$ cat src/rtl/loop_sampler_pkg.sv
// Shared types and constants for the ring-oscillator loop sampler.
// Used by loop_sampler and loop_sync.
package loop_sampler_pkg;

    typedef enum logic [1:0] {
        IDLE = 2'd0,
        SEED = 2'd1,
        RUN  = 2'd2,
        FULL = 2'd3
    } state_t;

    localparam int SYNC_STAGES   = 2;
    localparam int DISCARD_WIDTH = 16;

    function automatic logic [DISCARD_WIDTH-1:0] sat_inc(
        input logic [DISCARD_WIDTH-1:0] v
    );
        return (&v) ? v : v + 1'b1;
    endfunction

endpackage

$ cat src/rtl/loop_sync.sv
// Multi-flop synchronizer for an asynchronous loop output.
// Reset value 0; only the last stage is exposed.
module loop_sync
    import loop_sampler_pkg::*;
#(
    parameter int STAGES = SYNC_STAGES
) (
    input  logic clk,
    input  logic reset_n,
    input  logic d,
    output logic sync_d
);

    logic [STAGES-1:0] ff;

    always_ff @(posedge clk or negedge reset_n) begin
        if (!reset_n) begin
            ff <= '0;
        end else begin
            ff <= {ff[STAGES-2:0], d};
        end
    end

    assign sync_d = ff[STAGES-1];

endmodule

$ cat src/rtl/loop_sampler.sv
// Seeds, free-runs and samples one entropy loop, packing bits into words.
// Optional von Neumann debias: define LOOP_SAMPLER_VON_NEUMANN_EN.
module loop_sampler
    import loop_sampler_pkg::*;
#(
    parameter int SEED_CYCLES = 4,
    parameter int RUN_CYCLES  = 64,
    parameter int WORD_WIDTH  = 32
) (
    input  logic                     clk,
    input  logic                     reset_n,
    input  logic                     enable,
    output logic                     loop_ctrl,
    output logic                     loop_seed,
    input  logic                     loop_d,
    output logic [WORD_WIDTH-1:0]    data,
    output logic                     valid,
    input  logic                     ready,
    output logic [DISCARD_WIDTH-1:0] discards
);

    localparam int BW = $clog2(WORD_WIDTH + 1);
    localparam logic [15:0] SEED_LAST = 16'(SEED_CYCLES - 1);
    localparam logic [15:0] RUN_LAST  = 16'(RUN_CYCLES - 1);
    localparam logic [BW-1:0] BIT_LAST = BW'(WORD_WIDTH - 1);

    state_t state, state_nx;
    logic [15:0] cnt, cnt_nx;
    logic seed_q, seed_nx;
    logic [WORD_WIDTH-1:0] shreg;
    logic [WORD_WIDTH-1:0] data_q;
    logic [BW-1:0] bits;
    logic valid_q;
    logic sync_d;
    logic capture;
    logic load;
    logic pair_ok;
    logic acc_bit;
    logic accept;
    logic word_done;
    logic hs;
    logic out_free;

    loop_sync #(
        .STAGES (SYNC_STAGES)
    ) u_sync (
        .clk     (clk),
        .reset_n (reset_n),
        .d       (loop_d),
        .sync_d  (sync_d)
    );

`ifdef LOOP_SAMPLER_VON_NEUMANN_EN
    logic have_first;
    logic first_bit;
    logic [DISCARD_WIDTH-1:0] disc_q;

    // A pair is usable only when the second raw bit differs from the first.
    assign pair_ok = have_first && (first_bit != sync_d);
    assign acc_bit = first_bit;

    always_ff @(posedge clk or negedge reset_n) begin
        if (!reset_n) begin
            have_first <= 1'b0;
            first_bit  <= 1'b0;
            disc_q     <= '0;
        end else if (capture) begin
            if (!have_first) begin
                have_first <= 1'b1;
                first_bit  <= sync_d;
            end else begin
                have_first <= 1'b0;
                if (first_bit == sync_d) begin
                    disc_q <= sat_inc(disc_q);
                end
            end
        end
    end

    assign discards = disc_q;
`else
    assign pair_ok  = 1'b1;
    assign acc_bit  = sync_d;
    assign discards = '0;
`endif

    assign hs        = valid_q && ready;
    assign out_free  = !valid_q || hs;
    assign accept    = capture && pair_ok;
    assign word_done = pair_ok && (bits == BIT_LAST);

    always_ff @(posedge clk or negedge reset_n) begin
        if (!reset_n) begin
            state  <= IDLE;
            cnt    <= '0;
            seed_q <= 1'b0;
        end else begin
            state  <= state_nx;
            cnt    <= cnt_nx;
            seed_q <= seed_nx;
        end
    end

    always_comb begin
        state_nx = state;
        cnt_nx   = cnt;
        seed_nx  = seed_q;
        capture  = 1'b0;
        load     = 1'b0;
        unique case (state)
            IDLE: begin
                if (enable) begin
                    state_nx = SEED;
                    cnt_nx   = '0;
                    seed_nx  = ~seed_q;
                end
            end
            SEED: begin
                if (!enable) begin
                    state_nx = IDLE;
                end else if (cnt == SEED_LAST) begin
                    state_nx = RUN;
                    cnt_nx   = '0;
                end else begin
                    cnt_nx = cnt + 16'd1;
                end
            end
            RUN: begin
                if (cnt == RUN_LAST) begin
                    capture = 1'b1;
                    cnt_nx  = '0;
                    if (word_done) begin
                        state_nx = FULL;
                    end else if (enable) begin
                        state_nx = SEED;
                        seed_nx  = ~seed_q;
                    end else begin
                        state_nx = IDLE;
                    end
                end else if (!enable) begin
                    state_nx = IDLE;
                end else begin
                    cnt_nx = cnt + 16'd1;
                end
            end
            FULL: begin
                if (out_free) begin
                    load   = 1'b1;
                    cnt_nx = '0;
                    if (enable) begin
                        state_nx = SEED;
                        seed_nx  = ~seed_q;
                    end else begin
                        state_nx = IDLE;
                    end
                end
            end
            default: begin
                state_nx = IDLE;
                cnt_nx   = '0;
            end
        endcase
    end

    // Reload in FULL wins over a handshake clear so words can go back-to-back.
    always_ff @(posedge clk or negedge reset_n) begin
        if (!reset_n) begin
            shreg   <= '0;
            bits    <= '0;
            data_q  <= '0;
            valid_q <= 1'b0;
        end else if (load) begin
            data_q  <= shreg;
            valid_q <= 1'b1;
            shreg   <= '0;
            bits    <= '0;
        end else begin
            if (hs) begin
                valid_q <= 1'b0;
            end
            if (accept) begin
                shreg <= {shreg[WORD_WIDTH-2:0], acc_bit};
                bits  <= bits + 1'b1;
            end
        end
    end

    assign loop_ctrl = (state != RUN);
    assign loop_seed = seed_q;
    assign data      = data_q;
    assign valid     = valid_q;

endmodule

$ cat config.mk
export PLATFORM = sky130hd
export DESIGN_NAME = loop_sampler
export DESIGN_NICKNAME = d
export VERILOG_FILES = /design/src/rtl/loop_sampler_pkg.sv /design/src/rtl/loop_sync.sv /design/src/rtl/loop_sampler.sv
export SDC_FILE = /design/constraint.sdc
export NUM_CORES = 1
export LEC_CHECK = 0
export CORE_ASPECT_RATIO = 2
export CORE_MARGIN = 2
export CORE_UTILIZATION = 58
export CTS_BUF_LIST = sky130_fd_sc_hd__clkbuf_4
export CTS_CLUSTER_SIZE = 8
export DETAILED_ROUTE_END_ITERATION = 8
export HOLD_SLACK_MARGIN = 0.02
export PLACE_DENSITY = 0.82
export SYNTH_ARGS = -nofsm -noshare
export SYNTH_HDL_FRONTEND = slang
export SYNTH_SLANG_ARGS = --single-unit
$ cat constraint.sdc
create_clock -name clk -period 4.8 [get_ports clk]
set_input_delay 0.96 -clock clk [delete_from_list [all_inputs] [get_ports clk]]
set_output_delay 0.96 -clock clk [all_outputs]
set_load 0.01 [all_outputs]
==> results.yml, run 1 <==
timing:
  fin_crit_ns: 2.98
  finalSetupViolCount: 0
  total_neg_setup_slack_ns: 0
  timing.final.crit_share: 0.620
  timing_worst_slew_pin_value_ns: 1.02
  grt_setup_unrepaired: "false"
  timing.final.hold_violations: 0
  worst_slew_margin_rel: 0.317
  timing.fmax_ghz: 0.336
  drv_slew: 0
  finClkSkew_ns: 0.00988
yosys:
  post_synth_main_area_contributors: "dfrtp_1, nand2_1, a21oi_1"
  async_reset_ff_frac: 1.00
  post_synthesis_cells: 469
  yosysWarnings: 0
  synth.top_cell.area_share: 0.542
  synth.yosys.seq_area_share: 0.542
  post-synth-top-count-cell: "nand2_1"
  mappedNetlistArea_um2: 4250
  netlist_top_cells_count: "nand2_1, dfrtp_1, a21oi_1"
  synth_edf_count: 0
  count_of_state_elements_after_synthesis: 92
  synth.largest_area_cell: "dfrtp_1"
  syn-mean-instance-area_um2: 9.06
  synth.distinct_cells: 45
  primary_flip_flop_cell_chosen_by_synthesis_mapping: "dfrtp_1"
routing:
  drt_pre_antenna_iters: 4
  via_per_inst: 5.44
  drtAntennaViolNets: 0
  post_drt_wl_per_cell_um: 12.8
  route.vias.total: 3229
  detail_route.wirelength_um: 7600
  detail_route.drc_violations: 0
  detailed_route_iter0_violations: 229
floorplanning:
  floorplan.initialDensity: 0.594
  core_region_area_um2: 7160
  fp.dieH_um: 125
  die-width_um: 64.5
  boundaryPins: 56
  die_area_um2: 8070
  fp-row-count: 44
worst_setup_path:
  ff2ff_setup_slack_ns: 2.02
  critPathKind: "flip-flop to primary output"
  rr_endpoint: "bits[5]"
  crit_path_max_fanout: 11
  ff2ff_path_depth: 6
  required_ns: 3.84
  timing.critical_path.arrival_ns: 2.02
  crit_path_start_kind: "flip-flop"
  end_kind: "primary output"
  reg2reg_from: "cnt[0]"
worst_hold_path:
  worst_hold_path.num_cells: 0
  min-delay-path-class: "flip-flop to flip-flop"
  hp-start: "u_sync.ff[0]"
  hold-path-endpoint: "u_sync.ff[1]"
clock_tree:
  post-cts-setup-buffers: 0
  cts.reportedPaths.clkPinSlew_ns: 0.13
  cts_hold_buf: 0
  numCtsBuffers: 9
  insertion_delay_ns: 0.46
  tritoncts_clock_tree: "done"
  clk_path_buf_depth: 2
  clock-sinks: 92
  cts-resized-gates: 0
  cts_root_buf: "clkbuf_4"
  h-tree-depth: 3
global_routing:
  grt_start_max_net_pins: 71
  grt_antenna_before_repair: 0
  grt_util_all_layers: 0.211
  overflow: 0
  first_global_vias: 3001
  grt_pass1_wl_um: 13500
power_and_ir_drop:
  power_share_of_the_sequential_group: 0.498
  p_clk_frac: 0.146
  sw_frac_of_total: 0.363
  cell_internal_pwr_uw: 1610
  vdd_ir_drop_max_uv: 361
  switchingPower_uw: 916
  cellLeakagePower_uw: 0.00224
  power-per-cell-area_nw_per_um2: 534
  combPwrFrac: 0.356
final_layout:
  n_fill_cell: 640
  layout.cell_area.non_filler_um2: 4720
  antenna_diode_count: 0
  fraction_of_final_layout_cells_sized_beyond_drive_strength_1: 0.0538
  fin_nets: 509
  ff_latch_area_um2: 2300
  final_cells: 594
  area_added_between_synthesis_and_finish_pct: 11.1
  multi_input_logic_area_um2: 1770
place:
  placed_area_um2: 4610
  placement.io_buffers: 39
  hpwlAfterDp_um: 4960
  place.detailed.instances: 578
  finalWeightedCongestion: 0.873
flow_run:
  drv.max_cap_violation_count: 0
run_status:
  outcome: "complete, no violations"
[power groups by stage]
stage	clock network, µW	logic [µW]	registers, µW
after floorplan	0	515	1290
after global placement	0	885	1260
after detailed placement	0	905	1270
after CTS	381	910	1260
after global routing	413	1010	1300
final	368	898	1260
[routing by layer]
metal | part of all wire | up-vias | GRT usage
met3 | 0.038 | 13 | 0.0405
met4 | 0.027 | 0 | 0.0901
met5 | 0 | - | 0
li1 | - | 1595 | -
met1 | 0.45 | 1557 | 0.299
met2 | 0.48 | 64 | 0.319
[registers in the layout (all words and copies together), names as in the netlist]
register and count:
loop_seed 1, valid 1, state 2, bits 6, shreg 32, u_sync.ff 2
cnt 16, data 32
[critical path, stage by stage (launching register included)]
cell,delay [ns]
dfrtp_1,0.43
inv_1,0.11
ha_1,0.36
inv_1,0.15
clkdlybuf4s50_1,0.50
[worst max-delay path by stage]
stage / startpoint / end / slack, ns / cells after the start
2_1_floorplan: ready / cnt[11] / 2.71 / 6
3_3_place_gp: ready / cnt[7] / 1.92 / 6
3_5_place_dp: ready / cnt[7] / 1.86 / 6
4_1_cts: state[0] / loop_ctrl / 1.80 / 4
5_1_grt: state[0] / loop_ctrl / 1.69 / 4
6_report: state[0] / loop_ctrl / 1.82 / 4
[logic make-up after synthesis]
logic type,Yosys count,share of synthesized area
compound gates,80,0.121
simple gates,239,0.246
fa+ha+maj,7,0.0206
other cells,1,0.000882
xor+xnor,4,0.00824
mux,2,0.00530
buf+inv,44,0.0565
flops,92,0.542
[stage by stage]
step	total power, µW	hold slack (ns)	util	worst slack [ns]
global route	2720	0.395	0.660	1.69
CTS	2550	0.389	0.660	1.80
global placement	2150	0.353	0.644	1.92
detailed placement	2180	0.358	0.644	1.86
floorplan	1800	0.331	-	2.71
finish	2520	0.393	0.660	1.82
[cells in the final DEF, fill, tap and decap left out, types with 2 or more instances in the layout]
| cell type | instances |
|---|---|
| o21ai_0 | 12 |
| nor3_1 | 4 |
| clkinv_1 | 2 |
| ha_1 | 7 |
| nand2b_1 | 2 |
| a21oi_1 | 38 |
| and4_1 | 4 |
| nor3b_1 | 2 |
| inv_1 | 4 |
| nor4_2 | 2 |
| a2bb2oi_1 | 9 |
| nor4b_1 | 2 |
| and2_1 | 4 |
| clkdlybuf4s50_1 | 38 |
| clkbuf_4 | 10 |
| nand3_1 | 5 |
| dfrtp_1 | 92 |
| nand2_1 | 181 |
| nand4_1 | 7 |
| and3_1 | 6 |
| o31ai_1 | 9 |
| conb_1 | 16 |
| buf_4 | 4 |
| mux2_2 | 2 |
| nor2_1 | 11 |
| xor2_1 | 3 |
| a22o_1 | 4 |
[cell type report]
cell class,instances,share of cell area
repair buffers,42,0.0869
inverters,4,0.00318
clock buffers,10,0.0159
multi-input cells,348,0.374
clock inverters,6,0.00848
flip-flops and latches,92,0.487
well taps,92,0.0244
Power figures use the tool's default switching activity.
==> inputs of run 2 (changes only) <==
--- a/config.mk
+++ b/config.mk
@@ -7,12 +7,12 @@
 export LEC_CHECK = 0
 export CORE_ASPECT_RATIO = 2
 export CORE_MARGIN = 2
-export CORE_UTILIZATION = 58
+export CORE_UTILIZATION = 51
 export CTS_BUF_LIST = sky130_fd_sc_hd__clkbuf_4
 export CTS_CLUSTER_SIZE = 8
 export DETAILED_ROUTE_END_ITERATION = 8
 export HOLD_SLACK_MARGIN = 0.02
-export PLACE_DENSITY = 0.82
+export PLACE_DENSITY = 0.77
 export SYNTH_ARGS = -nofsm -noshare
 export SYNTH_HDL_FRONTEND = slang
 export SYNTH_SLANG_ARGS = --single-unit
==> constraint.sdc (replaced) <==
create_clock -name clk -period 2.5 [get_ports clk]
set_input_delay 0.5 -clock clk [delete_from_list [all_inputs] [get_ports clk]]
set_output_delay 0.5 -clock clk [all_outputs]
set_load 0.01 [all_outputs]
==> run 2 against run 1 <==
Net effect: clock skew hardly changed; combinational power is 110% higher; highest routed layer unchanged; non-clock buffer count is 14 higher; worst setup slack worse by 1.7 ns; sequential cell count stayed put; clock power is 150% higher; sequential power is 90% higher.
==> results.yml, run 2 (synthesis results as in run 1) <==
worst_setup_path:
  timing.critical_path.arrival_ns: 1.90
  ff2ff_path_depth: 7
  crit_path_max_fanout: 11
  end_kind: "primary output"
  ff2ff_setup_slack_ns: 0.26
  crit_path_start_kind: "flip-flop"
  required_ns: 2.00
  rr_endpoint: "cnt[8]"
  reg2reg_from: "cnt[0]"
  critPathKind: "flip-flop to primary output"
power_and_ir_drop:
  vdd_ir_drop_max_uv: 577
  p_total_uw: 5220
  power-per-cell-area_nw_per_um2: 1050
  cellLeakagePower_uw: 0.00235
timing:
  worst_slew_margin_rel: 0.646
  grt_setup_unrepaired: "false"
  timing.final.hold_violations: 0
  timing.fmax_ghz: 0.417
  timing.hold.ws_ns: 0.370
  finalSetupViolCount: 0
  finClkSkew_ns: 0.0102
  fin_crit_ns: 2.40
  worst_slack_ns: 0.103
  timing.final.crit_share: 0.959
  drv_slew: 0
  timing_worst_slew_pin_value_ns: 0.526
  total_neg_setup_slack_ns: 0
floorplanning:
  core_region_area_um2: 8170
  die_area_um2: 9120
  boundaryPins: 56
  floorplan.initialDensity: 0.520
  fp.dieH_um: 133
  fp-row-count: 47
  die-width_um: 68.6
global_routing:
  grt_util_all_layers: 0.209
  grt_pass1_wl_um: 14700
  first_global_vias: 3308
  grt_start_max_net_pins: 66
  overflow: 0
  grt_antenna_before_repair: 0
routing:
  post_drt_wl_per_cell_um: 14.0
  detail_route.drc_violations: 0
  route.vias.total: 3319
  detailed_route_iter0_violations: 255
  drt_pre_antenna_iters: 4
  via_per_inst: 5.41
  drtAntennaViolNets: 0
  detail_route.wirelength_um: 8590
final_layout:
  antenna_diode_count: 0
  ff_latch_area_um2: 2300
  area_added_between_synthesis_and_finish_pct: 16.6
  layout.cell_area.non_filler_um2: 4950
  fin_nets: 523
  layout.cells.most_common_list: "nand2_1, dfrtp_1, a21oi_1, clkdlybuf4s50_1, conb_1"
  multi_input_logic_area_um2: 1790
  fraction_of_final_layout_cells_sized_beyond_drive_strength_1: 0.0795
  n_fill_cell: 726
  mostFrequentLayoutCell: "nand2_1"
clock_tree:
  insertion_delay_ns: 0.44
  clk_path_buf_depth: 2
  cts_root_buf: "clkbuf_4"
  cts.reportedPaths.clkPinSlew_ns: 0.14
  clock-sinks: 92
  tritoncts_clock_tree: "done"
  h-tree-depth: 3
  post-cts-setup-buffers: 0
  numCtsBuffers: 9
flow_run:
  drv.max_cap_violation_count: 0
worst_hold_path:
  hp-start: "u_sync.ff[0]"
  min-delay-path-class: "flip-flop to flip-flop"
  worst_hold_path.num_cells: 0
  hold-path-endpoint: "u_sync.ff[1]"
place:
  placement.io_buffers: 39
  finalWeightedCongestion: 0.867
  placement.setup.worst_slack_ns: 0.227
  hpwlAfterDp_um: 5980
  placed_area_um2: 4760
run_status:
  outcome: "complete, no violations"
## run 2: layout make-up
cell class	count	share of cell area
flip-flops and latches	92	0.465
well taps	98	0.0247
multi-input cells	348	0.361
clock buffers	9	0.0136
repair buffers	56	0.115
clock inverters	7	0.0182
inverters	4	0.00303
## run 2: worst max path at each step
stage,from,to,slack [ns],depth (start not counted)
6_report,state[0],loop_ctrl,0.10,4
5_1_grt,state[0],loop_ctrl,0.008,4
4_1_cts,state[0],loop_ctrl,0.02,4
3_5_place_dp,cnt[11],cnt[8],0.23,6
3_3_place_gp,cnt[11],cnt[8],0.26,6
2_1_floorplan,cnt[0],cnt[11],0.51,8
## run 2: what timing repair did
item | 4_1_cts | 5_1_grt
hold buffers | 1 | 0
gates resized for setup | 1 | 2
setup endpoints to repair | 1 | 3
hold endpoints to repair | 27 | 0
## run 2: power by group
| part | switching [µW] | internal [µW] |
|---|---|---|
| registers | 368 | 2030 |
| clock network | 502 | 403 |
| logic | 952 | 962 |
| total | 1820 | 3390 |
## run 2: worst max-delay path, cell delays in order, from the launching register on
cell and delay, ns:
dfrtp_1 0.42, inv_1 0.12, ha_4 0.22, inv_1 0.13, clkdlybuf4s50_1 0.57
## run 2: metrics by stage
| stage | cells | util |
|---|---|---|
| 6_report | 614 | 0.606 |
| 5_1_grt | 614 | 0.606 |
| 4_1_cts | 614 | 0.604 |
| 3_5_place_dp | 597 | 0.583 |
| 3_3_place_gp | 597 | 0.583 |
| 2_1_floorplan | 484 | - |
## run 2: routing by layer
layer	share of wire	track usage	wire [µm]	vias to the layer above
li1	-	-	-	1622
met1	0.39	0.248	3380	1612
met2	0.55	0.353	4680	68
met3	0.032	0.0448	274	17
met4	0.029	0.0889	251	0
met5	0	0	0	-
==> inputs of run 3 (changes only) <==
--- a/config.mk
+++ b/config.mk
@@ -5,9 +5,12 @@
 export SDC_FILE = /design/constraint.sdc
 export NUM_CORES = 1
 export LEC_CHECK = 0
+export CAP_MARGIN = 15
+export CELL_PAD_IN_SITES_DETAIL_PLACEMENT = 1
+export CELL_PAD_IN_SITES_GLOBAL_PLACEMENT = 1
 export CORE_ASPECT_RATIO = 2
 export CORE_MARGIN = 2
-export CORE_UTILIZATION = 51
+export CORE_UTILIZATION = 39
 export CTS_BUF_LIST = sky130_fd_sc_hd__clkbuf_4
 export CTS_CLUSTER_SIZE = 8
 export DETAILED_ROUTE_END_ITERATION = 8
==> run 3 against run 2 <==
Net effect: first-iteration DRC count down 29%; wire length up 8.8%; sequential power about the same; clock skew up 0.014 ns; largest power group unchanged; worst setup slack better by 0.13 ns; core utilization is 14 points lower; highest routed layer unchanged; power shrank 0.44%; global-route usage fell by 4.0 points; count of clock-buffer cells in the layout unchanged; critical path depth increased by 2; sequential share of layout area down 0.082 points.
==> results.yml, run 3 (synthesis results as in run 1) <==
timing:
  total_neg_setup_slack_ns: 0
  timing.final.crit_share: 0.906
  drv_slew: 0
  timing.final.hold_violations: 0
  fin_crit_ns: 2.27
  finClkSkew_ns: 0.0244
  worst_slack_ns: 0.234
  grt_setup_unrepaired: "false"
  timing.fmax_ghz: 0.441
  timing_worst_slew_pin_value_ns: 0.565
  finalSetupViolCount: 0
  worst_slew_margin_rel: 0.623
clock_tree:
  cts.reportedPaths.clkPinSlew_ns: 0.15
  h-tree-depth: 3
  numCtsBuffers: 9
  insertion_delay_ns: 0.47
  clock-sinks: 92
  clk_path_buf_depth: 2
  cts_root_buf: "clkbuf_4"
  tritoncts_clock_tree: "done"
floorplanning:
  boundaryPins: 56
  die_area_um2: 11800
  core_region_area_um2: 10700
  die-width_um: 77.8
  floorplan.initialDensity: 0.396
  fp-row-count: 54
  fp.dieH_um: 152
power_and_ir_drop:
  cellLeakagePower_uw: 0.00231
  p_total_uw: 5190
  vdd_ir_drop_max_uv: 631
  power-per-cell-area_nw_per_um2: 1050
routing:
  detail_route.drc_violations: 0
  detailed_route_iter0_violations: 182
  route.vias.total: 3344
  post_drt_wl_per_cell_um: 14.3
  via_per_inst: 5.13
  detail_route.wirelength_um: 9340
  drtAntennaViolNets: 0
  drt_pre_antenna_iters: 4
final_layout:
  utilization: 0.462
  n_fill_cell: 1268
  mostFrequentLayoutCell: "nand2_1"
  fin_nets: 519
  layout.cells.most_common_list: "nand2_1, dfrtp_1, a21oi_1"
  antenna_diode_count: 0
  area_added_between_synthesis_and_finish_pct: 16.8
  fraction_of_final_layout_cells_sized_beyond_drive_strength_1: 0.0801
worst_setup_path:
  timing.critical_path.arrival_ns: 2.62
  critPathMaxStageDelay_ns: 0.48
  end_kind: "flip-flop"
  crit_path_max_fanout: 9
  critPathKind: "flip-flop to flip-flop"
  critical_path.cell_chain: "nor4_2 -> nand4_1 -> a32oi_4 -> buf_4 -> o21ai_0 -> a32o_1"
  required_ns: 2.85
  reg2reg_from: "cnt[7]"
  worst_path_max_delay_cell: "dfrtp_1"
  crit_path_start_kind: "flip-flop"
  critPathTopFamily: "simple AND/OR/NAND/NOR gates"
  worstPathBufferInverterCount: 1
  critical_path.startpoint: "cnt[7]"
global_routing:
  grt_antenna_before_repair: 0
  grt_util_all_layers: 0.170
  grt_start_max_net_pins: 71
  first_global_vias: 3415
  grt_pass1_wl_um: 16100
  overflow: 0
place:
  hpwlAfterDp_um: 6120
  finalWeightedCongestion: 0.806
  placement.io_buffers: 39
  placement.setup.worst_slack_ns: 0.173
flow_run:
  drv.max_cap_violation_count: 0
run_status:
  outcome: "complete, no violations"
worst_hold_path:
  min-delay-path-class: "flip-flop to flip-flop"
  hp-start: "u_sync.ff[0]"
[run 3: cell types whose count changed in the layout (fill, tap and decap cells not counted), sizes merged]
cell / before / now
buf: 17 / 13
inv: 5 / 7
bufinv: 2 / 1
dlymetal6s2s: 0 / 1
clkinv: 4 / 1
clkinvlp: 0 / 2
clkdlybuf4s50: 38 / 37
[run 3: stage by stage]
step | hold WS [ns] | cell area [µm²] | cells
3_3_place_gp | 0.354 | 4770 | 634
5_1_grt | 0.409 | 4960 | 652
3_5_place_dp | 0.363 | 4770 | 634
4_1_cts | 0.395 | 4930 | 651
2_1_floorplan | 0.204 | 4310 | 484
6_report | 0.394 | 4960 | 652
[run 3: report_power, final]
group / internal, µW / total, µW / leakage [µW] / switching, µW
Sequential: 2030 / 2420 / 0.00124 / 390
Clock: 320 / 873 / 0.0000751 / 553
Combinational: 939 / 1900 / 0.00100 / 962
[run 3: layout make-up]
type / instances / area [µm²] / area share
clock buffer: 9 / 67.6 / 0.0136
inverter: 4 / 15.0 / 0.00302
clock inverter: 7 / 82.6 / 0.0166
multi-input combinational: 348 / 1790 / 0.361
sequential: 92 / 2300 / 0.464
tap: 140 / 175 / 0.0353
timing repair buffer: 52 / 528 / 0.106
[run 3: repair_timing]
item | CTS | global route
endpoints found under the hold margin | 31 | 0
pin swaps | 0 | 1
setup buffers | 0 | 1
hold buffers | 1 | 0
gates resized for setup | 1 | 5
setup endpoints to repair | 1 | 10
[run 3: worst register-to-register path: cells and delay by family (launching register included)]
| family | cells | cell delay [ns] |
|---|---|---|
| AOI/OAI and AO/OA | 3 | 0.68 |
| and+or+nand+nor | 2 | 0.78 |
| DFF | 1 | 0.48 |
| buffers and inverters | 1 | 0.22 |
[run 3: path summary, 6_finish.rpt]
path | end | slack (ns) | cells after the start
hold reg to reg | u_sync.ff[1] | 0.39 | 0
setup / recovery | cnt[10] | 0.23 | 6
max in group asynchronous | data[24] | 1.30 | 3
hold / removal | u_sync.ff[1] | 0.39 | 0
setup reg to reg | cnt[10] | 0.23 | 6
min in group asynchronous | cnt[9] | 0.55 | 2
[run 3: layer usage]
| layer | up-vias | share of wire | track usage | wire length (µm) |
|---|---|---|---|---|
| li1 | 1615 | - | - | - |
| met4 | 0 | 0.014 | 0.0643 | 135 |
| met2 | 50 | 0.50 | 0.278 | 4720 |
| met3 | 11 | 0.026 | 0.0296 | 239 |
| met1 | 1668 | 0.46 | 0.224 | 4250 |
| met5 | - | 0 | 0 | 0 |
